### src/rtl/divider32bit_seq.sv
// divider32bit_seq: radix-2 restoring unsigned 64/32 divider, one quotient bit
// per cycle, valid/ready on operands and result.
// Ports: clk, rst (sync, active-high); in_valid/in_ready with N[63:0], D[31:0];
//   out_valid/out_ready with Q, R, div_zero, overflow.
// Build macro DIV_EXACT_EN adds output exact (result is clean: R==0, no flags).
module divider32bit_seq #(
  parameter int N_ITER = 32
) (
  input  logic        clk,
  input  logic        rst,
  input  logic        in_valid,
  output logic        in_ready,
  input  logic [63:0] N,
  input  logic [31:0] D,
  output logic        out_valid,
  input  logic        out_ready,
  output logic [31:0] Q,
  output logic [31:0] R,
  output logic        div_zero,
  output logic        overflow
`ifdef DIV_EXACT_EN
  ,
  output logic        exact
`endif
);

  typedef enum logic [1:0] {
    IDLE = 2'd0,
    RUN  = 2'd1,
    DONE = 2'd2
  } state_t;

  localparam logic [4:0] LAST = 5'(N_ITER - 1);

  state_t      state_q, state_d;
  logic [4:0]  cnt_q, cnt_d;
  // Partial remainder stays below D, so bit 32 of the 33-bit
  // remainder is always zero and is not stored.
  logic [31:0] rem_q, rem_d;
  logic [31:0] sh_q, sh_d;
  logic [31:0] d_q, d_d;
  logic [31:0] q_q, q_d;
  logic [31:0] r_q, r_d;
  logic        dz_q, dz_d;
  logic        ov_q, ov_d;
`ifdef DIV_EXACT_EN
  logic        ex_q, ex_d;
`endif

  logic [32:0] t;
  logic [32:0] sub;
  logic        ge;
  logic [31:0] rem_nx;

  // Trial subtraction: t < 2*D, so a set bit 32 in t-D means borrow.
  assign t      = {rem_q, sh_q[31]};
  assign sub    = t - {1'b0, d_q};
  assign ge     = ~sub[32];
  assign rem_nx = ge ? sub[31:0] : t[31:0];

  always_ff @(posedge clk) begin
    if (rst) begin
      state_q <= IDLE;
      cnt_q   <= '0;
      rem_q   <= '0;
      sh_q    <= '0;
      d_q     <= '0;
      q_q     <= '0;
      r_q     <= '0;
      dz_q    <= 1'b0;
      ov_q    <= 1'b0;
`ifdef DIV_EXACT_EN
      ex_q    <= 1'b0;
`endif
    end else begin
      state_q <= state_d;
      cnt_q   <= cnt_d;
      rem_q   <= rem_d;
      sh_q    <= sh_d;
      d_q     <= d_d;
      q_q     <= q_d;
      r_q     <= r_d;
      dz_q    <= dz_d;
      ov_q    <= ov_d;
`ifdef DIV_EXACT_EN
      ex_q    <= ex_d;
`endif
    end
  end

  always_comb begin
    state_d = state_q;
    cnt_d   = cnt_q;
    rem_d   = rem_q;
    sh_d    = sh_q;
    d_d     = d_q;
    q_d     = q_q;
    r_d     = r_q;
    dz_d    = dz_q;
    ov_d    = ov_q;
`ifdef DIV_EXACT_EN
    ex_d    = ex_q;
`endif
    unique case (state_q)
      IDLE: begin
        if (in_valid) begin
          d_d = D;
          if (D == 32'd0) begin
            dz_d    = 1'b1;
            ov_d    = 1'b0;
            q_d     = 32'hFFFF_FFFF;
            r_d     = N[31:0];
            state_d = DONE;
          end else if (N[63:32] >= D) begin
            dz_d    = 1'b0;
            ov_d    = 1'b1;
            q_d     = 32'hFFFF_FFFF;
            r_d     = 32'h0;
            state_d = DONE;
          end else begin
            rem_d   = N[63:32];
            sh_d    = N[31:0];
            q_d     = 32'h0;
            cnt_d   = 5'd0;
            state_d = RUN;
          end
`ifdef DIV_EXACT_EN
          ex_d = 1'b0;
`endif
        end
      end
      RUN: begin
        rem_d = rem_nx;
        sh_d  = {sh_q[30:0], 1'b0};
        q_d   = {q_q[30:0], ge};
        cnt_d = cnt_q + 5'd1;
        if (cnt_q == LAST) begin
          r_d     = rem_nx;
          cnt_d   = 5'd0;
          state_d = DONE;
`ifdef DIV_EXACT_EN
          ex_d = (rem_nx == 32'd0);
`endif
        end
      end
      DONE: begin
        if (out_ready) begin
          dz_d    = 1'b0;
          ov_d    = 1'b0;
          state_d = IDLE;
`ifdef DIV_EXACT_EN
          ex_d = 1'b0;
`endif
        end
      end
      default: state_d = IDLE;
    endcase
  end

  assign in_ready  = (state_q == IDLE);
  assign out_valid = (state_q == DONE);
  assign Q         = q_q;
  assign R         = r_q;
  assign div_zero  = dz_q;
  assign overflow  = ov_q;
`ifdef DIV_EXACT_EN
  assign exact     = ex_q;
`endif

endmodule
### config.mk
export PLATFORM = sky130hd
export DESIGN_NAME = divider32bit_seq
export DESIGN_NICKNAME = d
export VERILOG_FILES = /design/src/rtl/divider32bit_seq.sv
export SDC_FILE = /design/constraint.sdc
export NUM_CORES = 1
export LEC_CHECK = 0
export CAP_MARGIN = 20
export CORE_MARGIN = 2
export CORE_UTILIZATION = 59
export DETAILED_ROUTE_END_ITERATION = 8
export PLACE_DENSITY_LB_ADDON = 0.12
export SYNTH_ARGS = -nofsm -noshare
export SYNTH_HDL_FRONTEND = slang
export SYNTH_SLANG_ARGS = --single-unit
### constraint.sdc
create_clock -name clk -period 8 [get_ports clk]
set_input_delay 1.6 -clock clk [delete_from_list [all_inputs] [get_ports clk]]
set_output_delay 1.6 -clock clk [all_outputs]
set_load 0.05 [all_outputs]
==> results_dict.tcl <==
set metrics [dict create \
    status "complete, no violations" \
    vias_per_cell 6.29 \
    ys_warn_count 0 \
    critical_path_arrival_ns 5.64 \
    grt_pass1_wl_um 48700 \
    drc 0 \
    ant_nets 0 \
    final_cell_mix "nand2_1, dfxtp_1, clkdlybuf4s50_1" \
    die_h_um 135 \
    power.density_mw_per_mm2 272 \
    grt_antenna_before_repair 0 \
    die_area_sq_mm 0.0182 \
    worst_pin_slew_ns 1.13 \
    start_util 0.606 \
    synthCells 1310 \
    die_w_um 135 \
    gp_congestion 0.938 \
    min_period_ns 5.30 \
    synth_area_sq_mm 0.0101 \
    ys_ff_latch 169 \
    cts.clk_slew.worst_paths_ns 0.08 \
    cts_resized 0 \
    rows 47 \
    num-nets-final 1582 \
    root_buffer "clkbuf_16" \
    ff2ff_setup_slack_ns 4.17 \
    drt-initial-drc-count 1114 \
    synth_top_flop_cell "dfxtp_1" \
    core_area_sq_mm 0.0167 \
    slew_headroom 0.248 \
    hold_buffers 0 \
    tritoncts "done" \
    area_delta_synth_final_pct 23.2 \
    dp_hpwl_um 21600 \
    worstPathRequired_ns 8.34 \
    final_hold_viol_count 0 \
    syn_nets 1477 \
    overflow 0 \
    post-route-period-util 0.663 \
    setup_viol 0 \
    clkSinkCount 169 \
    grt_pass1_vias 9321 \
    drive_above_1_share 0.0847 \
    hp-class "reg2reg" \
    end_kind "flop" \
    path_max_fanout 67 \
    crit_path_start_kind "input port" \
    synthArstFlopShare 0 \
    layout_commonest_cell "nand2_1" \
    min_to "d_q[7]" \
    slew_viol_final 0 \
    ys_seq_area_frac 0.334 \
    p_leak_nw 5.06 \
    ys_types 69 \
    grt_use_total 0.336 \
    wirelength_um 30900 \
    r2r_cells 12 \
    skew_ns 0.0153 \
    num_antenna_cells 0 \
    vdd_ir_drop_max_v 0.000183 \
    rsz0062_at_grt "false" \
    hp-start "d_q[7]" \
    whs_ns 0.456 \
    clk_latency_ns 0.44 \
    cts_setup_buffers 0 \
    crit_type "in2reg" \
    synth_edf_count 0 \
    timing.rr.end "R[24]" \
    grt_start_max_net_pins 105 \
    port_buffers 167 \
    cts_buffers 17 \
    reg2reg_from "d_q[6]" \
    maxCapViolCount 0 \
    clock_path_buffers 2 \
    ios 168 \
    synth.avg_cell_area_sq_um 7.72 \
    fin_setup_tns_ns 0 \
    hold_depth 2 \
    wire_per_inst_um 18.7 \
    vias 10400 \
    cts_max_level 4 \
    fmaxAchievable_mhz 189 \
    dr.pass1.iters 6 \
]
[area by class of cell]
type / count / area [sq um]
Clock buffer: 17 / 425
Clock inverter: 15 / 179
Fill cell: 1359 / 4240
Inverter: 71 / 267
Multi-Input combinational cell: 974 / 6110
Sequential cell: 169 / 3380
Tap cell: 220 / 275
Timing Repair Buffer: 182 / 1830
[cell usage after synthesis (19+ instances only)]
cell type	instances	area, sq um
nand2_1	225	845
dfxtp_1	169	3380
a21oi_1	141	706
nor2_1	111	417
clkbuf_1	75	282
o21ai_0	73	365
inv_1	70	263
ha_1	66	826
a311oi_1	38	333
nor3_1	24	120
o211ai_1	24	180
nand4_1	20	125
or2_2	19	119
[metal layers]
layer | wire [um] | share of wire | global-route usage
met1 | 13300 | 0.43 | 0.482
met2 | 13800 | 0.45 | 0.512
met3 | 2800 | 0.091 | 0.0552
met4 | 994 | 0.032 | 0.119
met5 | 0 | 0 | 0
[kinds of logic after synthesis]
group | synth area share
simple gates | 0.196
compound gates | 0.261
flops | 0.334
buf+inv | 0.0655
fa+ha+maj | 0.0836
xor+xnor | 0.0268
mux | 0.0326
[registers in the layout (all words and copies together) (netlist names)]
| name | flops |
|---|---|
| Q | 32 |
| R | 32 |
| d_q | 32 |
| overflow | 1 |
| rem_q | 32 |
| cnt_q | 5 |
| sh_q | 32 |
| div_zero | 1 |
| state_q | 2 |
[worst max path at each step]
stage / start / endpoint / cells after the start
global route: D[2] / sh_q[14] / 13
global placement: D[16] / cnt_q[1] / 10
finish: N[32] / sh_q[17] / 13
detailed placement: D[16] / rem_q[12] / 10
CTS: D[16] / rem_q[17] / 10
floorplan: D[25] / Q[10] / 13
[worst max-delay path, stage by stage]
cell,delay [ns]
clkdlybuf4s50_1,0.55
inv_1,0.07
ha_1,0.27
nor2b_1,0.21
o21ai_0,0.13
a21oi_1,0.23
o31ai_1,0.20
o21ai_0,0.35
nand3_1,0.29
a21boi_4,0.63
buf_4,0.65
nor2_1,0.11
a311oi_1,0.30
[power breakdown]
part	total, W	switching (W)	internal [W]
Combinational	0.00154	0.000952	0.000590
Sequential	0.00102	0.0000732	0.000942
Clock	0.000827	0.000406	0.000421
[per-stage QoR]
step | utilization | cell area (sq um) | setup WS, ns | power, W | std cells
3_5_place_dp | 0.706 | 11800 | 2.28 | 0.00251 | 1613
4_1_cts | 0.742 | 12400 | 2.73 | 0.00335 | 1645
3_3_place_gp | 0.706 | 11800 | 2.33 | 0.00250 | 1613
6_report | 0.746 | 12500 | 2.70 | 0.00338 | 1648
2_1_floorplan | - | 10100 | 4.04 | 0.00210 | 1310
5_1_grt | 0.746 | 12500 | 2.54 | 0.00354 | 1648
Note: power is estimated with default switching activity, not from simulation.
